==> config.mk <==
export PLATFORM = sky130hd
export DESIGN_NAME = cmd_decoder
export DESIGN_NICKNAME = d
export VERILOG_FILES = /design/src/rtl/cmd_decoder.sv
export SDC_FILE = /design/constraint.sdc
export NUM_CORES = 1
export LEC_CHECK = 0
export CORE_MARGIN = 2
export CORE_UTILIZATION = 24
export DETAILED_ROUTE_END_ITERATION = 10
export PLACE_DENSITY_LB_ADDON = 0.25
export SLEW_MARGIN = 20
export SYNTH_ARGS = -nofsm -noshare
export SYNTH_HDL_FRONTEND = slang
export SYNTH_SLANG_ARGS = --single-unit
export TNS_END_PERCENT = 1
==> constraint.sdc <==
create_clock -name clk -period 2.75 [get_ports clk]
set_input_delay 0.275 -clock clk [delete_from_list [all_inputs] [get_ports clk]]
set_output_delay 0.275 -clock clk [all_outputs]
set_load 0.05 [all_outputs]
==> src/rtl/cmd_decoder.sv <==
// Host-command decoder: turns the RX FIFO byte stream into action strobes,
// register-file writes, payload forwards and FIFO reset pulses.
module cmd_decoder #(
  parameter int N_ACT          = 8,
  parameter int PAYLOAD_BYTES  = 2,
  parameter int NUM_REGS       = 4,
  parameter int REG_ADDR_W     = 2,
  parameter int TIMEOUT_CYCLES = 1000000,
  parameter int RST_CYCLES     = 4
) (
  input  logic                                   clk,
  input  logic                                   rst_n,
  input  logic [7:0]                             rx_rdata,
  input  logic                                   rx_rempty,
  output logic                                   rx_rinc,
  output logic [N_ACT-1:0]                       act_pulse,
  output logic [NUM_REGS*8*(PAYLOAD_BYTES-1)-1:0] reg_flat,
  output logic [8*PAYLOAD_BYTES-1:0]             fwd_data,
  output logic                                   fwd_valid,
  input  logic                                   fwd_busy,
  output logic                                   fifo_rst_n,
  output logic                                   err_cmd,
  output logic                                   err_timeout,
  output logic [7:0]                             err_count,
  output logic [3:0]                             state_dbg
);

  localparam int DATA_W = 8 * (PAYLOAD_BYTES - 1);
  localparam int PAY_W  = 8 * PAYLOAD_BYTES;
  localparam int TMR_W  = (TIMEOUT_CYCLES > 1) ? $clog2(TIMEOUT_CYCLES) : 1;
  localparam int RST_W  = (RST_CYCLES > 1) ? $clog2(RST_CYCLES) : 1;

  localparam logic [TMR_W-1:0] TMR_LAST  = TMR_W'(TIMEOUT_CYCLES - 1);
  localparam logic [RST_W-1:0] RST_LAST  = RST_W'(RST_CYCLES - 1);
  localparam logic [2:0]       BYTE_LAST = 3'(PAYLOAD_BYTES - 1);

  typedef enum logic [3:0] {
    S_FIFORST = 4'd0,
    S_IDLE    = 4'd1,
    S_DECODE  = 4'd2,
    S_PAYLOAD = 4'd6,
    S_WRITE   = 4'd10,
    S_FWDWAIT = 4'd13
  } state_t;

  state_t             state;
  logic [7:0]         cmd;
  logic [PAY_W-1:0]   payload;
  logic [2:0]         byte_cnt;
  logic [TMR_W-1:0]   timer;
  logic [RST_W-1:0]   rst_cnt;
  logic [DATA_W-1:0]  regs [NUM_REGS];

  logic [N_ACT-1:0]      act_onehot;
  logic                  is_act;
  logic [7:0]            wr_byte;
  logic                  addr_ok;
  logic [REG_ADDR_W-1:0] wr_addr;
  logic [DATA_W-1:0]     wr_data;
  logic [7:0]            err_count_inc;

  assign rx_rinc   = ((state == S_IDLE) || (state == S_PAYLOAD)) && !rx_rempty;
  assign state_dbg = state;

  assign is_act     = (cmd != 8'h00) && (int'(cmd) <= N_ACT);
  assign act_onehot = N_ACT'(1) << (cmd - 8'd1);

  // The first payload byte sits in the top byte of the shift register.
  assign wr_byte = payload[PAY_W-1 -: 8];
  assign addr_ok = int'(wr_byte) < NUM_REGS;
  assign wr_addr = wr_byte[REG_ADDR_W-1:0];
  assign wr_data = payload[DATA_W-1:0];

  assign err_count_inc = (err_count == 8'hFF) ? 8'hFF : err_count + 8'd1;

  for (genvar g = 0; g < NUM_REGS; g++) begin : g_flat
    assign reg_flat[g*DATA_W +: DATA_W] = regs[g];
  end

  always_ff @(posedge clk) begin
    if (!rst_n) begin
      state       <= S_IDLE;
      cmd         <= '0;
      payload     <= '0;
      byte_cnt    <= '0;
      timer       <= '0;
      rst_cnt     <= '0;
      act_pulse   <= '0;
      fwd_data    <= '0;
      fwd_valid   <= 1'b0;
      fifo_rst_n  <= 1'b1;
      err_cmd     <= 1'b0;
      err_timeout <= 1'b0;
      err_count   <= '0;
      for (int k = 0; k < NUM_REGS; k++) begin
        regs[k] <= '0;
      end
    end else begin
      act_pulse   <= '0;
      fwd_valid   <= 1'b0;
      err_cmd     <= 1'b0;
      err_timeout <= 1'b0;

      case (state)
        S_IDLE: begin
          if (!rx_rempty) begin
            cmd      <= rx_rdata;
            byte_cnt <= '0;
            timer    <= '0;
            state    <= S_DECODE;
          end
        end

        S_DECODE: begin
          if (cmd == 8'h00) begin
            state <= S_IDLE;
          end else if (is_act) begin
            act_pulse <= act_onehot;
            state     <= S_IDLE;
          end else if ((cmd == 8'h80) || (cmd == 8'h81)) begin
            byte_cnt <= '0;
            timer    <= '0;
            state    <= S_PAYLOAD;
          end else if (cmd == 8'hFF) begin
            fifo_rst_n <= 1'b0;
            rst_cnt    <= '0;
            state      <= S_FIFORST;
          end else begin
            err_cmd   <= 1'b1;
            err_count <= err_count_inc;
            state     <= S_IDLE;
          end
        end

        // The timer only advances on empty cycles; every byte restarts it.
        S_PAYLOAD: begin
          if (!rx_rempty) begin
            payload <= {payload[PAY_W-9:0], rx_rdata};
            timer   <= '0;
            if (byte_cnt == BYTE_LAST) begin
              state <= cmd[0] ? S_FWDWAIT : S_WRITE;
            end else begin
              byte_cnt <= byte_cnt + 3'd1;
            end
          end else if (timer == TMR_LAST) begin
            err_timeout <= 1'b1;
            err_count   <= err_count_inc;
            payload     <= '0;
            state       <= S_IDLE;
          end else begin
            timer <= timer + TMR_W'(1);
          end
        end

        S_WRITE: begin
          if (addr_ok) begin
            regs[wr_addr] <= wr_data;
          end else begin
            err_cmd   <= 1'b1;
            err_count <= err_count_inc;
          end
          state <= S_IDLE;
        end

        S_FWDWAIT: begin
          if (!fwd_busy) begin
            fwd_data  <= payload;
            fwd_valid <= 1'b1;
            state     <= S_IDLE;
          end
        end

        S_FIFORST: begin
          if (rst_cnt == RST_LAST) begin
            fifo_rst_n <= 1'b1;
            state      <= S_IDLE;
          end else begin
            rst_cnt <= rst_cnt + RST_W'(1);
          end
        end

        default: state <= S_IDLE;
      endcase
    end
  end

endmodule

==> impl_metrics.toml, run 1 <==
[sta]
setup_viol = 0
drv_slew = 0
maxSlewHeadroom = 0.614
clock_skew_ns = 0.0100
rsz0062_at_grt = "no"
finalHoldViolCount = 0
fin_setup_tns_ns = 0
min_period_ns = 2.56
period_share = 0.930
max_freq_ghz = 0.391
worst_pin_slew_ns = 0.579

[synthesis]
seq_area_frac_synth = 0.527
synthArstFlopShare = 0
synth_top_area_cell = "dfxtp_1"
ys_types = 58
ys_top_cells_by_area = "dfxtp_1 34%, edfxtp_1 18%, nor2_1 4.3%"
synth-edff-count = 32
netlist_area_mm2 = 0.00520
synthCells = 546
synth.avg_cell_area_um2 = 9.53
ys.flop_type = "dfxtp_1"
syn-num-nets = 566
synth_top_area_frac = 0.342
synth_warnings = 0
ys_ff_latch = 121

[cts]
clkTransAtPathRegs_ns = 0.06
cts_sinks = 121
insertion_delay_ns = 0.42
post-cts-setup-buffer-count = 0
cts_buffers = 17
clk_path_buf_depth = 2
htreeDepth = 4
root_buffer = "clkbuf_16"
cts_tree = "yes"

[worst_hold_path]
hold_path.class = "flip-flop to flip-flop"
hold_end = "fwd_data[3]$_SDFFE_PN0P_"
min_path_cells = 2
min_from = "fwd_data[3]$_SDFFE_PN0P_"

[route]
met2WireLength_mm = 6.65
post_drt_wl_per_cell_um = 14.8
dr.pass1.iters = 5
dr_wl_met3_um = 980
ant_nets = 0
top_layer = "met4"
vias_per_cell = 4.66
drcViolationCount = 0
drtIter0Drc = 300
wl_met1_mm = 6.01
routed_wirelength_mm = 13.8
vias = 4331

[die]
start_util = 0.246
rows = 53
fp.dieH_um = 151
die-area_mm2 = 0.0229
fp.dieW_um = 151
coreArea_mm2 = 0.0212
pin_count = 85

[power]
cellPowerDensity_mw_per_mm2 = 791
power_frac_seq = 0.358
p_sw_w = 0.00171
swShare = 0.306
pwr-share-clk = 0.431
combPwrFrac = 0.211
power.leakage_nw = 2.42
peakVddDrop_mv = 0.489
intPower_w = 0.00387

[critical_path]
path_max_fanout = 8
r2r_slack_ns = 0.19
critPathRequiredTime_ns = 2.82
r2r_cells = 5
cp-start-kind = "flip-flop"
end_kind = "flip-flop"
r2r_start = "payload[15]$_SDFFE_PN0P_"
cp.arrival_ns = 2.63
path_class = "flip-flop to flip-flop"
r2r_end = "regs[0][7]$_SDFFCE_PN0P_"

[place]
gp_routability_congestion = 0.791
io_buffers = 84
dpl.hpwl_mm = 9.74

[global_route]
grt_util_all_layers = 0.123
antenna_found_initial = 0
grt_pass1_vias = 4131
grt_max_degree = 46
grt_overflow = 0
grt_pass1_wl_mm = 21.7

[final_layout]
area_delta_synth_final_pct = 35.7
fin_util = 0.334
final_nets = 661
drive_gt1_frac = 0.101

[status]
status = "completed"

[run]
drv_cap = 0
## worst max path at each step
| stage | from | end | slack (ns) | cells past startpoint |
|---|---|---|---|---|
| finish | payload[15]$_SDFFE_PN0P_ | regs[0][7]$_SDFFCE_PN0P_ | 0.19 | 5 |
| global route | payload[15]$_SDFFE_PN0P_ | regs[0][0]$_SDFFCE_PN0P_ | 0.02 | 5 |
| CTS | payload[15]$_SDFFE_PN0P_ | regs[1][0]$_SDFFCE_PN0P_ | 0.13 | 5 |
| detailed placement | rx_rempty | timer[3]$_SDFFE_PN0P_ | 0.10 | 6 |
| global placement | rx_rempty | timer[9]$_SDFFE_PN0P_ | 0.24 | 5 |
| floorplan | cmd[0]$_SDFFE_PN0P_ | timer[11]$_SDFFE_PN0P_ | 0.20 | 10 |
## registers in the layout, summed over array words and instances, names as in the netlist, 2 cells and up
register	count
regs	32
timer	20
fwd_data	16
payload	16
act_pulse	8
cmd	8
err_count	8
state_dbg	4
byte_cnt	3
rst_cnt	2
## logic make-up after synthesis
kind of cell	share of synthesized area
AO/OA/AOI/OAI	0.126
XOR/XNOR	0.0202
adder cells (fa/ha/maj)	0.0192
buffers and inverters	0.0313
flip-flops	0.527
multiplexers	0.0115
AND/OR/NAND/NOR	0.264
## final cells by class
class	instances	area, um2
diodes	1	2.50
clock buffers	19	444
clock inverters	13	189
fillers	2146	14100
inverters	12	45.0
multi-input cells	386	2300
flip-flops and latches	121	2740
well taps	275	344
repair buffers	103	993
## repair_timing
item                                    4_1_cts  5_1_grt
hold buffers                                  0        0
endpoints found under the setup margin        0        8
resized for setup                             0        1
## power groups by stage
stage	sequential [W]	combinational [W]	clock, W
after floorplan	0.00215	0.000692	0
after global placement	0.00203	0.00116	0
after detailed placement	0.00204	0.00118	0
after CTS	0.00200	0.00118	0.00246
after global routing	0.00202	0.00128	0.00252
final	0.00200	0.00118	0.00241
## Yosys cell counts (all sizes together), types with 9 or more instances
cell type,number
edfxtp,32
inv,12
nand2,50
o21ai,12
buf,9
xnor2,10
nor2,59
a22oi,17
and2,35
a21oi,39
nor4,15
and3,9
clkbuf,18
nor3,20
dfxtp,89
nand3,14
## placed cells by master (no fill, tap or decap), types with 19 or more instances in the layout
| cell | count |
|---|---|
| dfxtp_1 | 89 |
| clkdlybuf4s50_1 | 83 |
| nor2_1 | 59 |
| nand2_1 | 50 |
| a21oi_1 | 39 |
| and2_1 | 34 |
| edfxtp_1 | 32 |
| nor3_1 | 20 |
| buf_4 | 19 |
## worst max-delay path, cell delays in order, from the launching register on
cell      delay [ns]
dfxtp_1         0.32
or4_1           0.53
nor3_1          0.37
nand4_1         0.36
nor4_2          0.27
nand2b_1        0.36
## per-stage QoR
stage	worst slack, ns	hold WS, ns	instances	instance area, um2	total power, W
finish	0.193	0.461	930	7060	0.00558
global route	0.0172	0.481	929	7060	0.00582
CTS	0.133	0.463	929	7060	0.00564
detailed placement	0.102	0.455	897	6420	0.00322
global placement	0.239	0.459	897	6420	0.00320
floorplan	0.202	0.414	546	5200	0.00284
## routing by layer
layer	up-vias	track usage
li1	2170	-
met1	2030	0.147
met2	117	0.205
met3	14	0.0446
met4	0	0.0421
met5	-	0
Note: power is estimated with default switching activity, not from simulation.
==> inputs of run 2 (changes only) <==
--- a/config.mk
+++ b/config.mk
@@ -5,7 +5,7 @@
 export SDC_FILE = /design/constraint.sdc
 export NUM_CORES = 1
 export LEC_CHECK = 0
-export CORE_MARGIN = 2
+export CORE_MARGIN = 5
 export CORE_UTILIZATION = 24
 export DETAILED_ROUTE_END_ITERATION = 10
 export PLACE_DENSITY_LB_ADDON = 0.25
==> impl_metrics.toml, run 2 (same netlist as run 1, synthesis figures left out) <==
[power]
peakVddDrop_mv = 0.511
power.leakage_nw = 2.40
cellPowerDensity_mw_per_mm2 = 776

[cts]
cts_tree = "yes"
root_buffer = "clkbuf_16"
htreeDepth = 4
cts_buffers = 17
cts_sinks = 121
cts_resized = 0
insertion_delay_ns = 0.42
ctsHoldBuffers = 0
post-cts-setup-buffer-count = 0
clk_path_buf_depth = 2
clkTransAtPathRegs_ns = 0.06

[die]
fp.dieH_um = 157
die-area_mm2 = 0.0247
start_util = 0.246
rows = 53
pin_count = 85
coreArea_mm2 = 0.0212
fp.dieW_um = 157

[critical_path]
critical_path.max_stage_delay_ns = 0.51
r2r_cells = 5
crit_slowest_cell = "or4_1"
cp-start-kind = "flip-flop"
r2r_end = "regs[1][6]$_SDFFCE_PN0P_"
path_class = "flip-flop to flip-flop"
r2r_start = "payload[15]$_SDFFE_PN0P_"
r2r_slack_ns = 0.22
cp.arrival_ns = 2.61
path_cells = "or4_1, nor3_1, nand4_1, nor4b_2, nand2b_1"
end_kind = "flip-flop"
path_max_fanout = 8
critPathRequiredTime_ns = 2.83

[global_route]
grt_util_all_layers = 0.116
grt_overflow = 0
grt_max_degree = 46
antenna_found_initial = 0
grt_pass1_vias = 4279
grt_pass1_wl_mm = 22.7

[route]
drtIter0Drc = 268
drcViolationCount = 0
routed_wirelength_mm = 14.1
post_drt_wl_per_cell_um = 15.1
dr.pass1.iters = 5
ant_nets = 0
vias = 4371
vias_per_cell = 4.70

[final_layout]
mostFrequentLayoutCells = "89 x dfxtp_1, 83 x clkdlybuf4s50_1, 59 x nor2_1"
reg_top3 = "regs x32, timer x20"
final_cell_area_mm2 = 0.00704
antenna_cells = 0
top_register = "regs"
largest_reg_flops = 32
area_delta_synth_final_pct = 35.2
drive_gt1_frac = 0.0977
final_nets = 662
final_common_cell = "dfxtp_1"

[sta]
finalHoldViolCount = 0
setup_viol = 0
clock_skew_ns = 0.00809
worst_pin_slew_ns = 0.585
rsz0062_at_grt = "no"
min_period_ns = 2.53
fin_setup_tns_ns = 0
period_share = 0.919
maxSlewHeadroom = 0.610
max_freq_ghz = 0.396
drv_slew = 0

[place]
place_area_mm2 = 0.00643
gp_routability_congestion = 0.808
io_buffers = 84
dpl.hpwl_mm = 10.1

[worst_hold_path]
min_path_cells = 2
hold_end = "fwd_data[6]$_SDFFE_PN0P_"
hold_path.class = "flip-flop to flip-flop"
min_from = "fwd_data[6]$_SDFFE_PN0P_"

[status]
status = "completed"

[run]
drv_cap = 0
-- run 2: cell count changes in the layout (fill, tap and decap cells not counted), sizes merged --
cell | before | now
clkinvlp | 0 | 2
inv | 17 | 16
clkbuf | 19 | 18
clkinv | 4 | 5
buf | 20 | 21
bufinv | 4 | 3
diode | 1 | 0
-- run 2: metal layers --
| metal | routed length, um | share of wire | vias up | track usage |
|---|---|---|---|---|
| li1 | - | - | 2169 | - |
| met1 | 6330 | 0.45 | 2071 | 0.145 |
| met2 | 6740 | 0.48 | 116 | 0.190 |
| met3 | 817 | 0.058 | 15 | 0.0360 |
| met4 | 183 | 0.013 | 0 | 0.0426 |
| met5 | 0 | 0 | - | 0 |
-- run 2: critical path, delay by kind of cell (launching register included) --
family	cells	cell delay (ns)
DFF	1	0.32
and+or+nand+nor	5	1.87
-- run 2: how the worst max path moves through the flow --
stage                             startpoint                  endpoint  slack (ns)
finish              payload[15]$_SDFFE_PN0P_  regs[1][6]$_SDFFCE_PN0P_        0.22
global route        payload[15]$_SDFFE_PN0P_  regs[1][7]$_SDFFCE_PN0P_        0.02
CTS                      cmd[0]$_SDFFE_PN0P_    timer[17]$_SDFFE_PN0P_        0.18
detailed placement                 rx_rempty    timer[11]$_SDFFE_PN0P_        0.15
global placement                   rx_rempty     timer[9]$_SDFFE_PN0P_        0.24
floorplan                cmd[0]$_SDFFE_PN0P_    timer[11]$_SDFFE_PN0P_        0.20
-- run 2: where the power goes --
part | switching [W] | leakage [nW] | internal (W) | total, W
clock | 0.000836 | 0.287 | 0.00143 | 0.00226
sequential | 0.0000932 | 1.05 | 0.00191 | 0.00200
combinational | 0.000772 | 1.06 | 0.000426 | 0.00120
-- run 2: through the flow --
| step | cells | worst slack (ns) | power (W) | utilization | hold WS [ns] |
|---|---|---|---|---|---|
| 2_1_floorplan | 546 | 0.202 | 0.00284 | - | 0.414 |
| 3_3_place_gp | 898 | 0.240 | 0.00320 | 0.304 | 0.453 |
| 3_5_place_dp | 898 | 0.148 | 0.00322 | 0.304 | 0.451 |
| 4_1_cts | 930 | 0.177 | 0.00549 | 0.332 | 0.458 |
| 5_1_grt | 930 | 0.0159 | 0.00573 | 0.333 | 0.482 |
| 6_report | 930 | 0.223 | 0.00546 | 0.333 | 0.456 |
-- run 2: layout make-up --
cell class / count / area, um2
Inverter: 12 / 45.0
Multi-Input combinational cell: 386 / 2300
Clock buffer: 18 / 429
Fill cell: 2142 / 14100
Timing Repair Buffer: 104 / 1000
Clock inverter: 14 / 170
Sequential cell: 121 / 2740
Tap cell: 275 / 344
==> inputs of run 3 (changes only) <==
--- a/config.mk
+++ b/config.mk
@@ -5,8 +5,7 @@
 export SDC_FILE = /design/constraint.sdc
 export NUM_CORES = 1
 export LEC_CHECK = 0
-export CORE_MARGIN = 5
-export CORE_UTILIZATION = 24
+export CORE_UTILIZATION = 53
 export DETAILED_ROUTE_END_ITERATION = 10
 export PLACE_DENSITY_LB_ADDON = 0.25
 export SLEW_MARGIN = 20
==> impl_metrics.toml, run 3 (same netlist as run 1, synthesis figures left out) <==
[status]
status = "completed"

[sta]
maxSlewHeadroom = 0.593
setup_viol = 0
rsz0062_at_grt = "no"
clock_skew_ns = 0.00854
period_share = 0.939
fin_setup_tns_ns = 0
min_period_ns = 2.58
worst_pin_slew_ns = 0.605
finalHoldViolCount = 0
max_freq_ghz = 0.387
drv_slew = 0

[power]
power_frac_seq = 0.362
peakVddDrop_mv = 0.507
power.leakage_nw = 2.41
combPwrFrac = 0.214
cellPowerDensity_mw_per_mm2 = 804
p_sw_w = 0.00168
intPower_w = 0.00385
swShare = 0.304
pwr-share-clk = 0.424

[die]
die-area_mm2 = 0.0102
rows = 35
start_util = 0.555
fp.dieW_um = 101
coreArea_mm2 = 0.00937
pin_count = 85
fp.dieH_um = 101

[route]
wl_met1_mm = 5.23
post_drt_wl_per_cell_um = 15.8
ant_nets = 0
drtIter0Drc = 285
top_layer = "met4"
routed_wirelength_mm = 12.4
dr.pass1.iters = 5
vias = 4467
drcViolationCount = 0
vias_per_cell = 5.70
met2WireLength_mm = 6.25
dr_wl_met3_um = 611

[global_route]
grt_overflow = 0
grt_max_degree = 29
antenna_found_initial = 0
grt_pass1_wl_mm = 20.6
grt_util_all_layers = 0.258
grt_pass1_vias = 4301

[worst_hold_path]
hold_path.class = "primary input to flip-flop"
min_path_cells = 3
min_from = "rx_rdata[0]"
hold_end = "cmd[0]$_SDFFE_PN0P_"

[place]
dpl.hpwl_mm = 8.34
io_buffers = 84
gp_routability_congestion = 0.892
place_area_mm2 = 0.00624
placed_cells = 751

[final_layout]
fin_util = 0.734
final_nets = 661
drive_gt1_frac = 0.0994
final_common_cell = "dfxtp_1"
layoutNonFillerInstCount = 783
mostFrequentLayoutCells = "89 x dfxtp_1, 83 x clkdlybuf4s50_1, 59 x nor2_1"
final_cell_area_mm2 = 0.00687
top_register = "regs"
largest_reg_flops = 32
antenna_cells = 0
reg_top3 = "regs x32, timer x20"
area_delta_synth_final_pct = 32.1

[cts]
htreeDepth = 4
cts_buffers = 17
clk_path_buf_depth = 2
insertion_delay_ns = 0.51
post-cts-setup-buffer-count = 0
root_buffer = "clkbuf_8"
ctsHoldBuffers = 0
cts_resized = 0
cts_tree = "yes"
clkTransAtPathRegs_ns = 0.06
cts_sinks = 121

[critical_path]
r2r_end = "regs[1][3]$_SDFFCE_PN0P_"
r2r_cells = 5
crit_slowest_cell = "or4_1"
end_kind = "flip-flop"
r2r_start = "payload[15]$_SDFFE_PN0P_"
r2r_slack_ns = 0.17
cp.arrival_ns = 2.76
critical_path.max_stage_delay_ns = 0.51
path_class = "flip-flop to flip-flop"
cp-start-kind = "flip-flop"
path_max_fanout = 8
path_cells = "or4_1, nor3_1, nand4_1, nor4b_2, nand2b_1"
critPathRequiredTime_ns = 2.93

[run]
drv_cap = 0
-- run 3: cell types whose count changed in the layout (fill, tap and decap cells not counted), sizes merged --
cell and delta:
buf -1, bufinv +1, clkbuf +1, inv -2
-- run 3: routing by layer --
metal / track usage / up-vias
met2: 0.442 / 149
li1: - / 2159
met1: 0.316 / 2131
met5: 0 / -
met4: 0.116 / 0
met3: 0.0485 / 28
-- run 3: final cells by class --
cell class	count	area [um2]
multi-input cells	386	2300
flip-flops and latches	121	2740
well taps	129	161
fillers	683	2500
repair buffers	103	993
clock inverters	13	191
clock buffers	19	442
inverters	12	45.0
-- run 3: worst max-delay path by stage --
stage	depth (start not counted)	from	to	slack [ns]
after floorplan	10	cmd[0]$_SDFFE_PN0P_	timer[11]$_SDFFE_PN0P_	0.20
after global placement	7	rx_rempty	timer[17]$_SDFFE_PN0P_	0.27
after detailed placement	5	payload[15]$_SDFFE_PN0P_	regs[1][0]$_SDFFCE_PN0P_	0.18
after CTS	5	payload[15]$_SDFFE_PN0P_	regs[1][3]$_SDFFCE_PN0P_	0.19
after global routing	8	cmd[0]$_SDFFE_PN0P_	timer[15]$_SDFFE_PN0P_	0.03
final	5	payload[15]$_SDFFE_PN0P_	regs[1][3]$_SDFFCE_PN0P_	0.17
-- run 3: worst max-delay path, delay by kind of cell (launching register included) --
kind             cells  cell delay [ns]
AND/OR/NAND/NOR      5             1.93
flip-flops           1             0.33
-- run 3: power groups by stage --
stage / Clock, W / Sequential [W] / Combinational [W]
2_1_floorplan: 0 / 0.00215 / 0.000692
3_3_place_gp: 0 / 0.00203 / 0.00112
3_5_place_dp: 0 / 0.00204 / 0.00115
4_1_cts: 0.00236 / 0.00200 / 0.00117
5_1_grt: 0.00245 / 0.00201 / 0.00127
6_report: 0.00235 / 0.00200 / 0.00118
-- run 3: metrics by stage --
step | total power, W | hold WS, ns | setup slack [ns]
6_report | 0.00553 | 0.451 | 0.167
5_1_grt | 0.00574 | 0.450 | 0.0328
4_1_cts | 0.00553 | 0.429 | 0.186
3_5_place_dp | 0.00319 | 0.450 | 0.178
3_3_place_gp | 0.00315 | 0.449 | 0.271
2_1_floorplan | 0.00284 | 0.414 | 0.202
